$ cat src/rtl/fft_mag_scaler.sv
// fft_mag_scaler: complex FFT bin stream -> saturated display heights, with frame checking.
// Define FFT_PEAK_HOLD_EN to add per-bin peak hold with linear decay.
module fft_mag_scaler #(
  parameter int DATA_W    = 16,
  parameter int FFT_POINT = 256,
  parameter int BIN_W     = 8,
  parameter int SHIFT     = 6,
  parameter int OUT_MAX   = 480
`ifdef FFT_PEAK_HOLD_EN
  ,
  parameter int DECAY     = 2
`endif
) (
  input  logic             sys_clk,
  input  logic             rst_n,
  input  logic [31:0]      in_data,
  input  logic             in_sop,
  input  logic             in_eop,
  input  logic             in_valid,
  output logic [31:0]      out_data,
  output logic             out_sop,
  output logic             out_eop,
  output logic             out_valid,
  output logic [BIN_W-1:0] out_bin,
  output logic             frame_err,
  output logic [15:0]      frame_cnt
);

  localparam int MAG_W = 18;
  localparam logic [BIN_W-1:0]  LAST_BIN = BIN_W'(FFT_POINT - 1);
  localparam logic [15:0]       H_MAX    = 16'(OUT_MAX - 1);
  localparam logic [DATA_W-1:0] ABS_MAX  = {1'b0, {(DATA_W-1){1'b1}}};
  localparam logic [DATA_W-1:0] MOST_NEG = {1'b1, {(DATA_W-1){1'b0}}};

  typedef enum logic {IDLE, FRAME} state_t;

  state_t           state, state_nxt;
  logic [BIN_W-1:0] cur_bin, bin_nxt;

  logic             beat_acc;
  logic             beat_sop;
  logic             beat_eop;
  logic             beat_err;
  logic [BIN_W-1:0] beat_bin;

  logic signed [DATA_W-1:0] re_in, im_in;

  logic              s1_valid, s1_sop, s1_eop, s1_err;
  logic [BIN_W-1:0]  s1_bin;
  logic [DATA_W-1:0] s1_re_abs, s1_im_abs;

  logic              s2_valid, s2_sop, s2_eop, s2_err;
  logic [BIN_W-1:0]  s2_bin;
  logic [DATA_W-1:0] s2_mx, s2_mn;

  logic [MAG_W-1:0]  mag, h_raw;
  logic [15:0]       h_sat, height;

  assign re_in = in_data[31:16];
  assign im_in = in_data[15:0];

  // The most negative input has no positive twin; clamp it instead of wrapping.
  function automatic logic [DATA_W-1:0] sat_abs(input logic signed [DATA_W-1:0] v);
    if (v == MOST_NEG)
      return ABS_MAX;
    else if (v[DATA_W-1])
      return -v;
    else
      return v;
  endfunction

  always_ff @(posedge sys_clk or negedge rst_n) begin
    if (!rst_n) begin
      state   <= IDLE;
      cur_bin <= '0;
    end else begin
      state   <= state_nxt;
      cur_bin <= bin_nxt;
    end
  end

  // A frame always closes at the last bin, whether or not eop arrived there.
  always_comb begin
    state_nxt = state;
    bin_nxt   = cur_bin;
    beat_acc  = 1'b0;
    beat_sop  = 1'b0;
    beat_eop  = 1'b0;
    beat_err  = 1'b0;
    beat_bin  = cur_bin;
    if (in_valid) begin
      if (in_sop) begin
        beat_acc = 1'b1;
        beat_sop = 1'b1;
        beat_bin = '0;
        beat_err = (state == FRAME);
      end else if (state == FRAME) begin
        beat_acc = 1'b1;
        beat_bin = cur_bin + BIN_W'(1);
      end
      if (beat_acc) begin
        bin_nxt   = beat_bin;
        state_nxt = FRAME;
        if (in_eop || beat_bin == LAST_BIN) begin
          beat_eop  = 1'b1;
          state_nxt = IDLE;
          if (!(in_eop && beat_bin == LAST_BIN))
            beat_err = 1'b1;
        end
      end
    end
  end

  always_ff @(posedge sys_clk or negedge rst_n) begin
    if (!rst_n) begin
      s1_valid  <= 1'b0;
      s1_sop    <= 1'b0;
      s1_eop    <= 1'b0;
      s1_err    <= 1'b0;
      s1_bin    <= '0;
      s1_re_abs <= '0;
      s1_im_abs <= '0;
      s2_valid  <= 1'b0;
      s2_sop    <= 1'b0;
      s2_eop    <= 1'b0;
      s2_err    <= 1'b0;
      s2_bin    <= '0;
      s2_mx     <= '0;
      s2_mn     <= '0;
    end else begin
      s1_valid  <= beat_acc;
      s1_sop    <= beat_sop;
      s1_eop    <= beat_eop;
      s1_err    <= beat_err;
      s1_bin    <= beat_bin;
      s1_re_abs <= sat_abs(re_in);
      s1_im_abs <= sat_abs(im_in);
      s2_valid  <= s1_valid;
      s2_sop    <= s1_sop;
      s2_eop    <= s1_eop;
      s2_err    <= s1_err;
      s2_bin    <= s1_bin;
      s2_mx     <= (s1_re_abs > s1_im_abs) ? s1_re_abs : s1_im_abs;
      s2_mn     <= (s1_re_abs > s1_im_abs) ? s1_im_abs : s1_re_abs;
    end
  end

  // max + 3/8 min approximates sqrt(re^2 + im^2) within a few percent.
  assign mag   = MAG_W'(s2_mx) + MAG_W'(s2_mn >> 2) + MAG_W'(s2_mn >> 3);
  assign h_raw = mag >> SHIFT;
  assign h_sat = (h_raw > MAG_W'(OUT_MAX - 1)) ? H_MAX : h_raw[15:0];

`ifdef FFT_PEAK_HOLD_EN
  logic [15:0] hold [FFT_POINT];
  logic [15:0] hold_cur, hold_dec;

  assign hold_cur = hold[s2_bin];
  assign hold_dec = (hold_cur > 16'(DECAY)) ? hold_cur - 16'(DECAY) : '0;
  assign height   = (h_sat > hold_dec) ? h_sat : hold_dec;

  always_ff @(posedge sys_clk or negedge rst_n) begin
    if (!rst_n) begin
      for (int i = 0; i < FFT_POINT; i++)
        hold[i] <= '0;
    end else if (s2_valid) begin
      hold[s2_bin] <= height;
    end
  end
`else
  assign height = h_sat;
`endif

  // Data-bearing outputs hold through bubbles; frame_cnt lags the good eop by one cycle.
  always_ff @(posedge sys_clk or negedge rst_n) begin
    if (!rst_n) begin
      out_valid <= 1'b0;
      frame_err <= 1'b0;
      out_data  <= '0;
      out_sop   <= 1'b0;
      out_eop   <= 1'b0;
      out_bin   <= '0;
      frame_cnt <= '0;
    end else begin
      out_valid <= s2_valid;
      frame_err <= s2_valid & s2_err;
      if (s2_valid) begin
        out_data <= {16'd0, height};
        out_sop  <= s2_sop;
        out_eop  <= s2_eop;
        out_bin  <= s2_bin;
      end
      if (out_valid && out_eop && !frame_err)
        frame_cnt <= frame_cnt + 16'd1;
    end
  end

endmodule
$ cat config.mk
export PLATFORM = sky130hd
export DESIGN_NAME = fft_mag_scaler
export DESIGN_NICKNAME = d
export VERILOG_FILES = /design/src/rtl/fft_mag_scaler.sv
export SDC_FILE = /design/constraint.sdc
export NUM_CORES = 1
export LEC_CHECK = 0
export BUFFER_PORTS_ARGS = -buffer_cell sky130_fd_sc_hd__buf_2
export CORE_MARGIN = 2
export CORE_UTILIZATION = 45
export CTS_BUF_LIST = sky130_fd_sc_hd__clkbuf_16
export DETAILED_ROUTE_END_ITERATION = 8
export PLACE_DENSITY = 0.64
export SKIP_CTS_REPAIR_TIMING = 1
export SKIP_LAST_GASP = 1
export SYNTH_ARGS = -nofsm -noshare
export SYNTH_HDL_FRONTEND = slang
export SYNTH_SLANG_ARGS = --single-unit
$ cat constraint.sdc
create_clock -name sys_clk -period 3.9 [get_ports sys_clk]
set_input_delay 0.195 -clock sys_clk [delete_from_list [all_inputs] [get_ports sys_clk]]
set_output_delay 0.195 -clock sys_clk [all_outputs]
set_load 0.01 [all_outputs]
After elaboration in Yosys (flattened, before gate mapping)
Cells that the tools add are included.
{"block": "word_totals", "register_bits": 141, "in_bits": 37, "elab_cells": 67}
{"block": "op_classes", "n_eq_ne": 3, "reduce_logical": 6, "magnitude_cmp": 2, "mux": 26, "bitwise_logic": 1, "addsub": 6}
{"op": "2-to-1 mux 16 bit", "count": 6}
{"op": "== test 16 bit (second input constant)", "count": 2}
{"op": "2-to-1 mux 8 bit", "count": 4}
{"op": "negator 16 bit", "count": 2}
{"op": "adder 17 x 13 -> 18 bit", "count": 1}
{"op": "adder 16 x 14 -> 17 bit", "count": 1}
{"op": "adder 16 x 1 -> 16 bit (second input constant)", "count": 1}
{"op": "greater-than comparator 16 bit", "count": 1}
{"op": "2-to-1 mux 1 bit", "count": 15}
{"op": "greater-than comparator 12 x 9 -> 1 bit (second input constant)", "count": 1}
{"op": "2-to-1 mux 12 bit", "count": 1}
{"op": "adder 8 x 1 -> 8 bit (second input constant)", "count": 1}
{"op": "== test 8 bit (second input constant)", "count": 1}
{"op": "logical AND 1 bit", "count": 3}
{"op": "AND reduction 2 bit", "count": 1}
{"op": "AND 1 bit", "count": 1}
{"op": "logical NOT 1 bit", "count": 1}
{"op": "logical OR 1 bit", "count": 1}

Longest topological paths before layout
{"block": "logic_depth", "depth_word": 10, "mapped_depth": 11, "depth_no_buf": 11}

Worst setup path after synthesis
No wires, ideal clock.
{"block": "synth_timing", "path_type": "flip-flop to flip-flop", "startpoint": "register s2_mn[8]", "endpoint": "register out_data[5]", "path_stages_with_launch": 10, "n_path_buf": 0, "t_required_ns": 3.779, "t_arrival_ns": 3.040, "setup_slack_ns": 0.739, "path_cell_list": "dfrtp_1 -> fa_1 -> ha_1 -> a21o_2 -> a2bb2oi_1 -> a21oi_2 -> o21a_1 -> or4_1 -> maj3_2 -> a22o_1"}
{"block": "synth_via", "elab_chain_len": 4}
{"item": "start, declared", "line_no": "54", "rtl": "logic [DATA_W-1:0] s2_mx, s2_mn;"}
{"item": "start signal, assigned", "line_no": "144", "rtl": "s2_mn <= (s1_re_abs > s1_im_abs) ? s1_im_abs : s1_re_abs;"}
{"item": "adder 16 x 14 -> 17 bit", "line_no": "149", "rtl": "assign mag = MAG_W'(s2_mx) + MAG_W'(s2_mn >> 2) + MAG_W'(s2_mn >> 3);"}
{"item": "adder 17 x 13 -> 18 bit (*)", "line_no": "149"}
{"item": "greater-than comparator 12 x 9 -> 1 bit", "line_no": "151", "rtl": "assign h_sat = (h_raw > MAG_W'(OUT_MAX - 1)) ? H_MAX : h_raw[15:0];"}
{"item": "2-to-1 mux 12 bit (*)", "line_no": "151"}
{"item": "end signal, assigned", "line_no": "187", "rtl": "out_data <= {16'd0, height};"}
{"item": "end, declared", "line_no": "20", "rtl": "output logic [31:0] out_data,"}
Mark *: on every way between the ends. The rest lies on a longest branch, timed or not.
A chain may end at the register's enable or synchronous reset.

Final worst setup path
Same ends and word-level chain as after synthesis.

==> results.py <==
metrics = {
    "setup_path": {
        "cp_slowest_stage_delay_ns": 0.54,
        "cp_top_family": "adder cells",
        "crit_path_launch_type": "flip-flop",
        "crit-reg2reg-launch": "s2_mn[8]",
        "path_buf_inv": 0,
        "crit_chain": "fa_1, ha_1, a21o_2, a2bb2oi_1, a21oi_2, o21a_1, or4_1, maj3_2, a22o_1",
        "rr_endpoint": "out_data[5]",
        "critical-path-slowest-cell": "or4_1",
        "setup.worst_path.end_class": "flip-flop",
        "worst_reg_to_reg_setup_slack_ns": 0.55,
        "setup.worst_path.class": "reg2reg",
        "critical_path_peak_fanout": 6,
        "worst-r2r-cell-count": 9,
        "worst_ep_arrival_time_ns": 3.64,
        "timing.critical_path.required_ns": 4.20,
    },
    "yosys": {
        "yosys-mux-area-fraction": 0.0683,
        "synth.distinct_cells": 54,
        "synth-edff-count": 0,
        "post_synth_fa_ha_maj_area_fraction": 0.102,
        "yosysTopAreaCell": "dfrtp_1",
        "synth_compound_gate_area_share": 0.105,
        "synthXorXnorAreaFrac": 0.0583,
        "yosys.area_share.simple": 0.113,
        "dominantRegCellSynth": "dfrtp_1",
        "synth_async_reset_ratio": 1.00,
        "synthesis.area_per_instance_um2": 11.0,
        "yosysWarningCount": 0,
        "synth.area.top_cells": "dfrtp_1, mux2_2, ha_1",
        "ys_seq_area_frac": 0.496,
        "largest_family_of_logic_cells_by_synthesized_area": "simple AND/OR/NAND/NOR gates",
        "synth_area_mm2": 0.00676,
        "ys_ff_latch": 134,
        "yosys.area.top_type_share": 0.496,
        "netlist_instances": 615,
    },
    "timing": {
        "peak_freq_mhz": 299,
        "final_hold_slack_ns": -0.00612,
        "final_hold_viol_count": 1,
        "timing.slew.headroom": 0.429,
        "grt_setup_unrepaired": "no",
        "setup_viol": 0,
        "drv_slew": 0,
        "period_minus_slack_ns": 3.35,
        "clock-skew-final_ns": 0.0144,
        "min_period_over_period": 0.858,
        "fin_setup_tns_ns": 0,
        "worst_pin_slew_ns": 0.856,
    },
    "placement": {
        "place_hpwl_um": 9410,
        "place_inst": 860,
        "buffers_added_on_ports": 75,
        "gpl.final_weighted_congestion": 0.835,
    },
    "route": {
        "average_routed_wire_per_standard_cell_um": 13.8,
        "drt.antenna.violating_nets": 0,
        "drt_first_pass_iters": 4,
        "drt-initial-drc-count": 144,
        "totalWireLength_um": 12400,
        "drc": 0,
        "drt-vias-per-instance": 5.11,
        "vias": 4571,
    },
    "cells_and_area": {
        "design.final.nets": 782,
        "n_fill_cell": 1274,
        "area_used_by_sequential_logic_in_the_layout_mm2": 0.00335,
        "p_r_area_growth_vs_syn_pct": 15.7,
        "multiInputGateArea_mm2": 0.00310,
        "finish.cell_count_without_fillers": 894,
        "n_antenna_cell": 0,
        "final_util": 0.536,
        "drive_gt1_frac": 0.220,
    },
    "job": {
        "max_cap_violation_count": 0,
    },
    "global_route": {
        "largest_net_degree_at_the_start_of_global_routing": 72,
        "grt-ovfl-total": 0,
        "grt_pass1_vias": 4560,
        "number_of_antenna_violations_at_the_first_check_in_global_routing": 0,
        "grt_pass1_wl_um": 21400,
        "track_usage": 0.165,
    },
    "clocking": {
        "clkTransAtPathRegs_ns": 0.05,
        "root_buffer": "clkbuf_16",
        "cts.path.max_buffers": 2,
        "numClockSinks": 134,
        "clk_latency_ns": 0.42,
        "tritoncts_clock_tree": "done",
        "cts.htree.levels": 4,
        "tritoncts.num_buffers": 17,
    },
    "outcome": {
        "outcome": "complete, but fails checks",
        "violated_checks": "hold timing",
    },
    "worst_hold_path": {
        "worst_hold_startpoint": "in_data[16]",
        "holdPathStages": 3,
        "worst_hold_path.endpoint": "s1_re_abs[0]",
        "hold_path.class": "in2reg",
    },
    "die": {
        "chipHeight_um": 127,
        "rows": 44,
        "initial_core_util": 0.463,
        "core_area_mm2": 0.0146,
        "floorplan.die_area_mm2": 0.0160,
        "io_pins": 97,
        "die_width_um": 127,
    },
    "pwr": {
        "p_leak_nw": 3.84,
        "power_density_mw_per_mm2": 564,
        "peakVddDrop_mv": 0.389,
    },
}
==> stage by stage <==
stage	setup WS [ns]	cell area, µm²	power, mW	hold slack, ns
finish	0.553	7830	4.42	-0.00612
global route	0.385	7830	4.71	0.0140
CTS	0.543	7790	4.45	-0.0884
global placement	0.630	7260	2.95	0.332
detailed placement	0.559	7260	3.00	0.335
floorplan	0.739	6840	2.66	-0.101
==> synthesized netlist by cell type (all sizes together) (12+ instances only) <==
library cell    n
mux2           41
xnor2          16
a21oi          17
nor2           31
fa             12
xor2           29
nand2          55
buf            23
dfrtp         134
inv            46
ha             35
nand3          15
o31ai          13
clkbuf         14
o21ai          24
==> metal layers <==
| layer | track usage | wire length [µm] | vias up | share of wire |
|---|---|---|---|---|
| li1 | - | - | 2260 | - |
| met1 | 0.224 | 5970 | 2160 | 0.48 |
| met2 | 0.254 | 5580 | 125 | 0.45 |
| met3 | 0.0443 | 567 | 26 | 0.046 |
| met4 | 0.0653 | 249 | 0 | 0.020 |
| met5 | 0 | 0 | - | 0 |
==> placed cells by master (no fill, tap or decap), types with 5 or more instances in the layout <==
cell | Yosys | final
o21a_1 | 9 | 9
fa_1 | 12 | 12
conb_1 | 1 | 21
o31ai_1 | 13 | 13
buf_2 | 0 | 74
a21oi_1 | 16 | 16
nor2b_1 | 6 | 6
xnor2_1 | 16 | 16
dfrtp_1 | 134 | 134
clkbuf_16 | 0 | 17
nand4_1 | 8 | 8
and3_1 | 5 | 5
a31oi_1 | 7 | 6
clkinvlp_4 | 0 | 5
inv_1 | 46 | 46
nand2_1 | 55 | 55
xor2_1 | 29 | 29
nor2_1 | 31 | 31
nor3_1 | 9 | 9
nand3_1 | 15 | 15
mux2_2 | 41 | 41
o22ai_1 | 6 | 6
nand2b_1 | 7 | 7
ha_1 | 35 | 35
o21ai_0 | 24 | 24
==> power by group <==
group / internal (mW) / switching (mW)
registers: 1.57 / 0.125
clock network: 0.861 / 0.575
logic: 0.590 / 0.693
==> state kept, by name (all words and copies together) (netlist names) <==
signal,cells
frame_cnt,16
s1_im_abs,16
s1_re_abs,16
s2_mx,16
s2_mn,14
out_data,11
cur_bin,8
out_bin,8
s1_bin,8
s2_bin,8
frame_err,1
out_eop,1
out_sop,1
out_valid,1
s1_eop,1
s1_err,1
s1_sop,1
s1_valid,1
s2_eop,1
s2_err,1
s2_sop,1
s2_valid,1
state,1
==> worst max-delay path by stage <==
stage | from | endpoint | depth (start not counted)
finish | s2_mn[8] | out_data[5] | 9
floorplan | s2_mn[8] | out_data[5] | 9
global placement | s2_mn[7] | out_data[5] | 11
detailed placement | s2_mn[8] | out_data[5] | 9
global route | s2_mx[4] | out_data[5] | 11
CTS | s2_mn[8] | out_data[5] | 9
==> cell type report <==
cell class | instances | area share
Clock buffer | 17 | 0.0544
Clock inverter | 14 | 0.0146
Inverter | 46 | 0.0221
Multi-Input combinational cell | 418 | 0.396
Sequential cell | 134 | 0.429
Tap cell | 184 | 0.0294
Timing Repair Buffer | 81 | 0.0550
==> worst min-delay path, cell delays in order <==
cell and delay (ns):
buf_2 0.08, inv_1 0.05, nand2_1 0.05
==> logic make-up (layout without fill, tap and decap cells) <==
| family | count (synthesis) | in the layout |
|---|---|---|
| and+or+nand+nor | 158 | 158 |
| DFF | 134 | 134 |
| AOI/OAI and AO/OA | 105 | 105 |
| muxes | 41 | 41 |
| xor gates and xnor gates | 45 | 45 |
| buffers and inverters | 83 | 158 |
| other | 1 | 21 |
| adders and majority gates | 48 | 48 |
Power figures use the tool's default switching activity.
